--- config.mk ---
export PLATFORM = sky130hd
export DESIGN_NAME = fir_ch_arbiter_flat
export DESIGN_NICKNAME = d
export VERILOG_FILES = /design/src/rtl/fir_ch_arbiter_pkg.sv /design/src/rtl/fir_ch_arbiter_if.sv /design/src/rtl/fir_ch_arbiter_rr_prio_enc.sv /design/src/rtl/fir_ch_arbiter.sv /design/src/flat_wrapper.sv
export SDC_FILE = /design/constraint.sdc
export NUM_CORES = 1
export LEC_CHECK = 0
export CAP_MARGIN = 20
export CORE_ASPECT_RATIO = 1.25
export CORE_MARGIN = 2
export CORE_UTILIZATION = 41
export CTS_BUF_LIST = sky130_fd_sc_hd__clkbuf_4 sky130_fd_sc_hd__clkbuf_8
export CTS_CLUSTER_DIAMETER = 120
export CTS_CLUSTER_SIZE = 30
export DETAILED_ROUTE_END_ITERATION = 8
export PLACE_DENSITY = 0.9
export SLEW_MARGIN = 20
export SYNTH_ARGS = -nofsm -noshare
export SYNTH_HDL_FRONTEND = slang
export SYNTH_SLANG_ARGS = --single-unit
--- constraint.sdc ---
create_clock -name clk_i -period 3.95 [get_ports clk_i]
set_input_delay 0.9875 -clock clk_i [delete_from_list [all_inputs] [get_ports clk_i]]
set_output_delay 0.9875 -clock clk_i [all_outputs]
set_load 0.02 [all_outputs]
--- src/rtl/fir_ch_arbiter_pkg.sv ---
// Shared FSM encoding and round-robin index helper for the FIR channel arbiter.
package fir_pkg;

    typedef enum logic {
        IDLE  = 1'b0,
        GRANT = 1'b1
    } arb_state_e;

    function automatic int rr_idx(input int last, input int offset, input int n);
        return (last + offset) % n;
    endfunction

endpackage

--- src/rtl/fir_ch_arbiter_if.sv ---
// Stream bundle around the arbiter: NUM_CH source channels in, one muxed stream toward the FIR.
// master = arbiter side, slave = sources plus FIR sink.
interface fir_ch_arbiter_if #(
    parameter int DATA_WIDTH = 16,
    parameter int NUM_CH     = 4
);
    logic [NUM_CH*DATA_WIDTH-1:0] s_tdata;
    logic [NUM_CH-1:0]            s_tvalid;
    logic [NUM_CH-1:0]            s_tlast;
    logic [NUM_CH-1:0]            s_tready;
    logic [DATA_WIDTH-1:0]        m_tdata;
    logic                         m_tvalid;
    logic                         m_tready;
    logic                         m_tlast;
    logic [$clog2(NUM_CH)-1:0]    m_tid;

    modport master (
        input  s_tdata, s_tvalid, s_tlast, m_tready,
        output s_tready, m_tdata, m_tvalid, m_tlast, m_tid
    );

    modport slave (
        output s_tdata, s_tvalid, s_tlast, m_tready,
        input  s_tready, m_tdata, m_tvalid, m_tlast, m_tid
    );
endinterface

--- src/rtl/fir_ch_arbiter_rr_prio_enc.sv ---
// Combinational rotate-priority encoder: first requester strictly after last_i, wrapping to 0.
module rr_prio_enc
    import fir_pkg::*;
#(
    parameter int NUM_CH = 4
) (
    input  logic [NUM_CH-1:0]         req_i,
    input  logic [$clog2(NUM_CH)-1:0] last_i,
    output logic [$clog2(NUM_CH)-1:0] idx_o,
    output logic                      any_o
);
    localparam int ID_W = $clog2(NUM_CH);

    logic [ID_W-1:0] cand;

    // Walk from the farthest offset to the nearest so the nearest requester wins.
    always_comb begin
        idx_o = '0;
        cand  = '0;
        for (int i = NUM_CH; i >= 1; i--) begin
            cand = ID_W'(rr_idx(int'(last_i), i, NUM_CH));
            if (req_i[cand]) begin
                idx_o = cand;
            end
        end
    end

    assign any_o = |req_i;

endmodule

--- src/rtl/fir_ch_arbiter.sv ---
// Round-robin N:1 sample arbiter toward the FIR; 1-cycle registered output, s_tready only when output slot free.
// FIR_ARB_PKT_LOCK_EN: hold grant until tlast or MAX_BEATS; undefined: release after every beat.
module fir_ch_arbiter
    import fir_pkg::*;
#(
    parameter int DATA_WIDTH = 16,
    parameter int NUM_CH     = 4,
    parameter int MAX_BEATS  = 29
) (
    input  logic             clk_i,
    input  logic             arst_i,
    fir_ch_arbiter_if.master bus
);
    localparam int               ID_W     = $clog2(NUM_CH);
    localparam int               CNT_W    = (MAX_BEATS > 1) ? $clog2(MAX_BEATS) : 1;
    localparam logic [CNT_W-1:0] CNT_LAST = CNT_W'(MAX_BEATS - 1);

    arb_state_e            state_q;
    logic [ID_W-1:0]       ptr_q;
    logic [CNT_W-1:0]      cnt_q;
    logic [DATA_WIDTH-1:0] m_tdata_q;
    logic                  m_tvalid_q;
    logic                  m_tlast_q;
    logic [ID_W-1:0]       m_tid_q;

    logic [ID_W-1:0]       nxt_idx;
    logic                  any_vld;
    logic [NUM_CH-1:0]     rdy_w;
    logic                  acc;
    logic                  acc_last;
    logic                  pkt_end;
    logic                  cnt_max;
    logic                  rel;
    logic [DATA_WIDTH-1:0] sel_dat;

    rr_prio_enc #(.NUM_CH(NUM_CH)) u_enc (
        .req_i  (bus.s_tvalid),
        .last_i (ptr_q),
        .idx_o  (nxt_idx),
        .any_o  (any_vld)
    );

    always_comb begin
        rdy_w = '0;
        if (state_q == GRANT) begin
            rdy_w[ptr_q] = ~m_tvalid_q | bus.m_tready;
        end
    end

    assign acc      = rdy_w[ptr_q] & bus.s_tvalid[ptr_q];
    assign acc_last = bus.s_tlast[ptr_q];
    assign sel_dat  = bus.s_tdata[int'(ptr_q)*DATA_WIDTH +: DATA_WIDTH];
    assign cnt_max  = (cnt_q == CNT_LAST);

`ifdef FIR_ARB_PKT_LOCK_EN
    assign pkt_end = acc_last;
`else
    assign pkt_end = 1'b1;
`endif

    // tlast and the beat limit fold into one release, so the pointer only moves in IDLE.
    assign rel = acc & (pkt_end | cnt_max);

    always_ff @(posedge clk_i or posedge arst_i) begin
        if (arst_i) begin
            state_q    <= IDLE;
            ptr_q      <= ID_W'(NUM_CH - 1);
            cnt_q      <= '0;
            m_tdata_q  <= '0;
            m_tvalid_q <= 1'b0;
            m_tlast_q  <= 1'b0;
            m_tid_q    <= '0;
        end else begin
            case (state_q)
                IDLE: begin
                    if (any_vld) begin
                        state_q <= GRANT;
                        ptr_q   <= nxt_idx;
                    end
                end
                GRANT: begin
                    if (rel) begin
                        state_q <= IDLE;
                        cnt_q   <= '0;
                    end else if (acc) begin
                        cnt_q <= cnt_q + 1'b1;
                    end
                end
                default: state_q <= IDLE;
            endcase

            if (acc) begin
                m_tdata_q  <= sel_dat;
                m_tlast_q  <= acc_last;
                m_tid_q    <= ptr_q;
                m_tvalid_q <= 1'b1;
            end else if (bus.m_tready) begin
                m_tvalid_q <= 1'b0;
            end
        end
    end

    assign bus.s_tready = rdy_w;
    assign bus.m_tdata  = m_tdata_q;
    assign bus.m_tvalid = m_tvalid_q;
    assign bus.m_tlast  = m_tlast_q;
    assign bus.m_tid    = m_tid_q;

endmodule

--- src/flat_wrapper.sv ---
// flat-port wrapper written by rule: the top's interface ports become plain ports
module fir_ch_arbiter_flat import fir_pkg::*;
#(
    parameter int DATA_WIDTH = 16,
    parameter int NUM_CH     = 4,
    parameter int MAX_BEATS  = 29
)
  (clk_i, arst_i, bus_s_tdata, bus_s_tvalid, bus_s_tlast, bus_m_tready, bus_s_tready, bus_m_tdata, bus_m_tvalid, bus_m_tlast, bus_m_tid);
  fir_ch_arbiter_if #(.DATA_WIDTH(DATA_WIDTH), .NUM_CH(NUM_CH)) bus_i ();
  input  logic clk_i;
  input  logic arst_i;
  input wire logic [$bits(bus_i.s_tdata)-1:0] bus_s_tdata;
  input wire logic [$bits(bus_i.s_tvalid)-1:0] bus_s_tvalid;
  input wire logic [$bits(bus_i.s_tlast)-1:0] bus_s_tlast;
  input wire logic [$bits(bus_i.m_tready)-1:0] bus_m_tready;
  output wire logic [$bits(bus_i.s_tready)-1:0] bus_s_tready;
  output wire logic [$bits(bus_i.m_tdata)-1:0] bus_m_tdata;
  output wire logic [$bits(bus_i.m_tvalid)-1:0] bus_m_tvalid;
  output wire logic [$bits(bus_i.m_tlast)-1:0] bus_m_tlast;
  output wire logic [$bits(bus_i.m_tid)-1:0] bus_m_tid;
  assign bus_i.s_tdata = bus_s_tdata;
  assign bus_i.s_tvalid = bus_s_tvalid;
  assign bus_i.s_tlast = bus_s_tlast;
  assign bus_i.m_tready = bus_m_tready;
  assign bus_s_tready = bus_i.s_tready;
  assign bus_m_tdata = bus_i.m_tdata;
  assign bus_m_tvalid = bus_i.m_tvalid;
  assign bus_m_tlast = bus_i.m_tlast;
  assign bus_m_tid = bus_i.m_tid;
  fir_ch_arbiter #(.DATA_WIDTH(DATA_WIDTH), .NUM_CH(NUM_CH), .MAX_BEATS(MAX_BEATS)) u_core (.clk_i(clk_i), .arst_i(arst_i), .bus(bus_i));
endmodule
Yosys cells after proc, flatten, opt, wreduce, memory -nomap -nowiden. Cells that the tools add are included.

Bits in registers: 23. Input port bits: 75. Output and inout bits: 24. Logic and storage cells: 52.

Add/subtract/negate cells: 4. Magnitude comparators: 6. Shifts and indexed selects: 1. Multiplexer cells: 26. Bitwise gates (word level): 5. Reductions and logical operators: 4.

Operators by type and width (count): $shiftx 64x7->16 (1); $lt 2x3->1 const B (5); $bmux 1 s2 (7); $mux 1 (12); $mux 2 (4); $add 2x1->2 const B (2); $add 2x2->2 const B (2); $and 4x4->4 (1); $mux 4 (1); $reduce_or 4->1 (1); $demux 1 s2 (1); $ge 2x1->1 const B (1); $not 1->1 (2); $pmux 1 s2 (1); $reduce_and 2->1 (1); $reduce_bool 2->1 (1); $and 1x1->1 (1); $logic_and 1x1->1 (1); $or 1x1->1 (1).

Longest topological paths before layout. Gate-level depths: netlist of run 1.

Depth after elaboration: 11. Gate-level depth with buffers: 9. Mapped depth without buffers: 6.

Cells and area by module. Synthesis of run 1 repeated with hierarchy kept, for this count alone.

Cells, all modules: 99. Area, all modules: 1497.7 um^2.

By module, submodules not included: fir_ch_arbiter (instances 1, cells an instance 85, area an instance 1406.3 um^2, seq. area each 578.1 um^2); rr_prio_enc (instances 1, cells an instance 14, area an instance 91.3 um^2, seq. area each 0.0 um^2).

Worst setup path before layout of run 1. OpenSTA, ideal clock, no wires.

Path type: input-to-output. From: in bus_m_tready. To: out bus_s_tready[0]. Arrival: 1415 ps. Required time: 2963 ps. Slack: 1547 ps. Cell stages on the path: 2. Path buffers: 0. Cells stage by stage: nand2b_1 > and3_1.

Cells in the longest elaborated chain, start to end: 3.

Ends and longest elaborated chain: from (decl) (RTL line flat_wrapper.sv:15) `input wire logic [$bits(bus_i.m_tready)-1:0] bus_m_tready;`; $or 1x1->1 (RTL line fir_ch_arbiter.sv:46) `rdy_w[ptr_q] = ~m_tvalid_q | bus.m_tready;`; $and 4x4->4 (no line); $mux 4 (RTL line fir_ch_arbiter.sv:45) `if (state_q == GRANT) begin`; to (decl) (RTL line flat_wrapper.sv:16) `output wire logic [$bits(bus_i.s_tready)-1:0] bus_s_tready;`.

No other way between the ends.

Worst setup path in the final report of run 1. Ends and elaborated chain as after synthesis.

==> results by group, run 1 <==
Critical path
  • CP arrival: 2.42 ns
  • Startpoint types: input port
  • Flop-to-flop setup slack: 1.86 ns
  • Critical Path Fanout Max: 6
  • Data required time of the worst path: 2.96 ns
  • Crit path kind: input port to output port
  • Crit. End Element: output port

Timing
  • Final slew viol count: 0
  • Final hold viol count: 0
  • Final period utilization: 0.864
  • Max Fclk: 293 MHz
  • Min Tclk post-route: 3.41 ns
  • Final TNS setup: 0 ns
  • Post-Route Skew: 0.00318 ns
  • Slew @ Worst Pin: 0.900 ns
  • Final setup viols: 0
  • Relative slew slack: 0.399
  • Unrepaired setup endpoints after global routing: no

Synth
  • Cell count after synthesis: 124
  • Asr flop ratio synth: 1.00
  • Synthesized area: 0.00175 mm^2
  • Cell variety after synth: 35
  • Number of synthesized flops with an enable pin: 0
  • Yosys warnings: 0
  • Most used DFF post-synth: dfrtp_1
  • Syn nets: 203
  • Syn Area/Cell: 14.1 um^2
  • Register bit total from synthesis: 23
  • Sequential area share after synthesis: 0.330

Global routing
  • GRT Residual Overflow: 0
  • Largest net degree at the start of global routing: 32
  • Global-route wire length before repair: 7970 um
  • Initial antenna violation count: 0
  • GRT Total Usage: 0.213
  • Vias in the first global route: 1,589

Finish
  • Fill cell count: 332
  • Most frequent cells in the layout: clkdlybuf4s50_1 (98), dfrtp_1 (21), mux4_2 (18)
  • Fin nets: 297
  • Most common cell after layout, fill and taps aside: clkdlybuf4s50_1
  • Ant. Diodes: 0
  • Layout cell share with drive strength beyond 1: 0.226
  • Area delta synth->final: 56.8%

Drt
  • Total wire length: 4890 um
  • Vias: 1,436
  • WL/cell: 17.9 um
  • Final ANT Viol Nets: 0
  • DRT Pass-1 Iters: 2
  • DRC violations left: 0
  • Routed vias/inst: 5.26
  • 1st-iter DRT viols: 20

Worst hold path
  • Hold WC Path Type: register to register

Power
  • PnR Total Power: 1.92 mW
  • Lkg Pwr: 1.10 nW
  • Worst vdd ir: 0.665 mV
  • Pwr per Cell Area: 698 mW/mm^2

Floorplan
  • Core area: 0.00410 mm^2
  • Site row count: 26
  • Die width: 62.4 um
  • Initial Util: 0.427
  • Die area: 0.00481 mm^2
  • Die height: 77.1 um
  • I/O pin total: 99

CTS
  • Root Driver: clkbuf_8
  • CTS tree: done
  • Cts hold-fix bufs: 0
  • Clock Latency Late Sink: 0.26 ns
  • CTS max path bufs: 2
  • Cts bufs inserted: 3
  • Post-CTS sizing: 0
  • Post-CTS Setup Bufs: 0
  • H-tree levels: 1
  • Clock Pin Slew Worst Setup and Hold Paths: 0.08 ns
  • TritonCTS Sinks: 23

Place
  • Estimated wirelength of the detail-placed design: 3850 um
  • GP Congestion: 0.822
  • Port Buf Inserts: 98

Outcome
  • Outcome: finished clean

Job
  • Maxcap violations: 0
==> path summary, 6_finish.rpt <==
path | from | to | cells after the start
worst max register to register | u_core.ptr_q[0] | u_core.bus.m_tdata[14] | 5
min in group asynchronous | arst_i | u_core.bus.m_tdata[1] | 2
max in group asynchronous | arst_i | u_core.bus.m_tdata[6] | 2
worst min register to register | u_core.bus.m_tdata[10] | u_core.bus.m_tdata[10] | 1
worst min-delay path | u_core.bus.m_tdata[10] | u_core.bus.m_tdata[10] | 1
worst max-delay path | bus_m_tready | bus_s_tready[0] | 4
==> area by class of cell <==
class / instances / area (um^2) / area share
inverter: 5 / 18.8 / 0.00684
timing repair buffer: 101 / 1000 / 0.366
tap: 56 / 70.1 / 0.0255
sequential: 23 / 578 / 0.211
multi-input combinational: 84 / 1030 / 0.374
clock buffer: 4 / 48.8 / 0.0178
==> cell usage after synthesis (2+ instances only) <==
| cell | n | share of area |
|---|---|---|
| buf_4 | 2 | 0.0086 |
| a211oi_1 | 2 | 0.0086 |
| and3_1 | 4 | 0.014 |
| clkbuf_8 | 3 | 0.024 |
| dfrtp_1 | 21 | 0.30 |
| mux2i_1 | 3 | 0.017 |
| buf_12 | 2 | 0.023 |
| o21ai_0 | 2 | 0.0057 |
| mux4_2 | 18 | 0.23 |
| nor2_1 | 4 | 0.0086 |
| inv_1 | 5 | 0.011 |
| mux2_2 | 3 | 0.019 |
| nand2_1 | 5 | 0.011 |
| nor3_1 | 2 | 0.0057 |
| nand3_1 | 2 | 0.0057 |
| o211ai_1 | 2 | 0.0086 |
| ha_1 | 4 | 0.029 |
| mux2_4 | 17 | 0.15 |
| buf_2 | 3 | 0.0086 |
| dfstp_2 | 2 | 0.030 |
| a21oi_1 | 4 | 0.011 |
==> state kept, by name, summed over array words and instances (netlist names) <==
signal,count
u_core.bus.m_tvalid,1
u_core.bus.m_tid,2
u_core.ptr_q,2
u_core.state_q,1
u_core.bus.m_tlast,1
u_core.bus.m_tdata,16
==> where the power goes <==
group	internal, mW	switching [mW]	leakage, nW
sequential	0.364	0.0790	0.268
combinational	0.754	0.567	0.804
clock	0.0787	0.0741	0.0262
total	1.20	0.720	1.10
==> cells by family after synthesis <==
| group | share of synthesized area |
|---|---|
| simple gates | 0.0701 |
| buf+inv | 0.0836 |
| compound gates | 0.0586 |
| fa+ha+maj | 0.0286 |
| flops | 0.330 |
| mux | 0.429 |
==> through the flow <==
step                hold slack, ns  instances  setup WS, ns   util  instance area [um^2]
detailed placement           0.493        269         0.521  0.658                  2700
finish                       0.517        273         0.538  0.670                  2750
floorplan                    0.620        124          1.55      -                  1750
global placement             0.493        269         0.555  0.658                  2700
CTS                          0.519        273         0.515  0.670                  2750
global route                 0.538        273         0.453  0.670                  2750
==> per-layer routing <==
metal / track usage / share of wire / vias up
met2: 0.412 / 0.58 / 42
met3: 0.0293 / 0.037 / 6
met1: 0.238 / 0.36 / 721
met4: 0.0622 / 0.015 / 0
met5: 0 / 0 / -
li1: - / - / 667
==> critical path, stage by stage <==
cell and delay, ns:
clkdlybuf4s50_1 0.45, nand2b_1 0.19, and3_1 0.19, clkdlybuf4s50_1 0.60
No activity file was read; power rests on OpenSTA's default activity.
==> run 2: changes to the inputs <==
--- a/config.mk
+++ b/config.mk
@@ -7,7 +7,7 @@
 export LEC_CHECK = 0
 export CAP_MARGIN = 20
 export CORE_ASPECT_RATIO = 1.25
-export CORE_MARGIN = 2
+export CORE_MARGIN = 8
 export CORE_UTILIZATION = 41
 export CTS_BUF_LIST = sky130_fd_sc_hd__clkbuf_4 sky130_fd_sc_hd__clkbuf_8
 export CTS_CLUSTER_DIAMETER = 120
==> run 2 against run 1 <==
  * Non-clock buffer count unchanged
  * Core utilization unchanged
  * Clock-buffer cell count unchanged
  * Setup slack improved by 0.0033 ns
  * Design area unchanged
  * Sequential share of layout area unchanged
  * Highest routed layer unchanged
==> results by group, run 2 (same netlist as run 1, synthesis figures left out) <==
Critical path
  • Startpoint types: input port (unchanged)
  • CP arrival: 2.42 ns (about the same)
  • Worst path slowest cell: clkdlybuf4s50_1 (unchanged)
  • Data required time of the worst path: 2.96 ns (about the same)
  • Critical path cell sequence: clkdlybuf4s50_1 > nand2b_1 > and3_1 > clkdlybuf4s50_1 (unchanged)
  • Crit path kind: input port to output port (unchanged)
  • Slowest cell delay on critical path: 0.60 ns (about the same)
  • Crit path top cell by count: clkdlybuf4s50_1 (unchanged)
  • Critical Path Fanout Max: 6 (unchanged)
  • Critical path's top delay family: buffers and inverters (unchanged)
  • Worst Path Buf+Inv: 2 (unchanged)
  • Crit. End Element: output port (unchanged)

Finish
  • Core Util, Final: 0.670 (unchanged)
  • Layout Cells excl Fill: 273 (unchanged)
  • Max reg flops: 16 (unchanged)
  • Fill cell count: 328 (was 332)
  • Ant. Diodes: 0 (unchanged)
  • Layout cell share with drive strength beyond 1: 0.226 (unchanged)
  • Most frequent cells in the layout: clkdlybuf4s50_1 (98), dfrtp_1 (21), mux4_2 (18) (unchanged)
  • Area delta synth->final: 56.8% (unchanged)
  • Fin nets: 297 (unchanged)
  • Most common cell after layout, fill and taps aside: clkdlybuf4s50_1 (unchanged)

Global routing
  • Global-route wire length before repair: 8480 um (was 7970 um)
  • GRT Total Usage: 0.173 (was 0.213)
  • GRT Residual Overflow: 0 (unchanged)
  • Initial antenna violation count: 0 (unchanged)
  • Largest net degree at the start of global routing: 24 (was 32)
  • Vias in the first global route: 1,624 (was 1,589)

Timing
  • Final TNS setup: 0 ns (unchanged)
  • Final setup viols: 0 (unchanged)
  • Final slew viol count: 0 (unchanged)
  • Slew @ Worst Pin: 0.881 ns (was 0.900 ns)
  • Relative slew slack: 0.412 (was 0.399)
  • Min Tclk post-route: 3.41 ns (about the same)
  • Final hold viol count: 0 (unchanged)
  • Post-Route Skew: 0.00328 ns (was 0.00318 ns)
  • Final period utilization: 0.863 (was 0.864)
  • Max Fclk: 293 MHz (about the same)
  • Setup ws final: 0.541 ns (was 0.538 ns)
  • Unrepaired setup endpoints after global routing: no (unchanged)

Power
  • Sw Pwr: 723 uW (was 720 uW)
  • PnR Total Power: 1.92 mW (about the same)
  • Logic pwr share: 0.670 (was 0.689)
  • Sw Ratio: 0.376 (about the same)
  • Internal Power: 1.20 mW (about the same)
  • Clock share of power: 0.080 (about the same)
  • Lkg Pwr: 1.10 nW (unchanged)
  • Pwr per Cell Area: 700 mW/mm^2 (was 698 mW/mm^2)
  • Worst vdd ir: 0.524 mV (was 0.665 mV)
  • Register share of total power: 0.250 (was 0.231)

Floorplan
  • Die height: 89.1 um (was 77.1 um)
  • Site row count: 26 (unchanged)
  • Die area: 0.00663 mm^2 (was 0.00481 mm^2)
  • Core area: 0.00410 mm^2 (unchanged)
  • I/O pin total: 99 (unchanged)
  • Initial Util: 0.427 (unchanged)
  • Die width: 74.4 um (was 62.4 um)

Drt
  • Vias: 1,458 (was 1,436)
  • WL/cell: 20.9 um (was 17.9 um)
  • Final ANT Viol Nets: 0 (unchanged)
  • Total wire length: 5700 um (was 4890 um)
  • DRC violations left: 0 (unchanged)
  • Routed vias/inst: 5.34 (was 5.26)
  • DRT Pass-1 Iters: 4 (was 2)
  • 1st-iter DRT viols: 57 (was 20)

CTS
  • CTS tree: done (unchanged)
  • TritonCTS Sinks: 23 (unchanged)
  • Root Driver: clkbuf_8 (unchanged)
  • Post-CTS Setup Bufs: 0 (unchanged)
  • CTS max path bufs: 2 (unchanged)
  • Post-CTS sizing: 0 (unchanged)
  • Cts hold-fix bufs: 0 (unchanged)
  • Clock Latency Late Sink: 0.26 ns (about the same)
  • Cts bufs inserted: 3 (unchanged)
  • H-tree levels: 1 (unchanged)
  • Clock Pin Slew Worst Setup and Hold Paths: 0.08 ns (about the same)

Outcome
  • Outcome: finished clean (unchanged)

Job
  • Maxcap violations: 0 (unchanged)

Place
  • GP Congestion: 0.783 (was 0.822)
  • Port Buf Inserts: 98 (unchanged)
  • Estimated wirelength of the detail-placed design: 4590 um (was 3850 um)
  • Placed cell count: 269 (unchanged)
  • DP Worst Slack: 0.536 ns (was 0.521 ns)

Worst hold path
  • Hold WC Path Type: register to register (unchanged)
run 2: per-layer routing:
metal / global-route usage / routed length [um] / vias up
li1: - / - / 665
met1: 0.174 / 1960 / 726
met2: 0.322 / 3240 / 49
met3: 0.0370 / 269 / 18
met4: 0.0875 / 226 / 0
met5: 0 / 0 / -
run 2: metrics by stage:
step / instance area, um^2 / hold slack (ns)
after floorplan: 1750 / 0.620
after global placement: 2700 / 0.491
after detailed placement: 2700 / 0.497
after CTS: 2750 / 0.519
after global routing: 2750 / 0.541
final: 2750 / 0.518
run 2: power by group through the flow:
| stage | Clock (mW) | Sequential [mW] | Combinational, mW |
|---|---|---|---|
| 2_1_floorplan | 0 | 0.552 | 0.848 |
| 3_3_place_gp | 0 | 0.474 | 1.28 |
| 3_5_place_dp | 0 | 0.481 | 1.30 |
| 4_1_cts | 0.157 | 0.479 | 1.30 |
| 5_1_grt | 0.167 | 0.497 | 1.37 |
| 6_report | 0.153 | 0.480 | 1.29 |
run 2: final cells by class:
class	count	area, um^2	area share
clock buffers	4	48.8	0.0178
inverters	5	18.8	0.00684
multi-input cells	84	1030	0.374
flip-flops and latches	23	578	0.211
well taps	56	70.1	0.0255
repair buffers	101	1000	0.366
run 2: worst paths after layout:
| check | slack, ns | cells after the start | startpoint | to |
|---|---|---|---|---|
| setup / recovery | 0.54 | 4 | bus_m_tready | bus_s_tready[0] |
| hold / removal | 0.52 | 1 | u_core.bus.m_tdata[8] | u_core.bus.m_tdata[8] |
| setup reg to reg | 1.55 | 6 | u_core.ptr_q[0] | u_core.bus.m_tdata[9] |
| hold reg to reg | 0.52 | 1 | u_core.bus.m_tdata[8] | u_core.bus.m_tdata[8] |
| max in group asynchronous | 2.18 | 2 | arst_i | u_core.bus.m_tdata[8] |
| min in group asynchronous | 1.22 | 2 | arst_i | u_core.bus.m_tdata[14] |
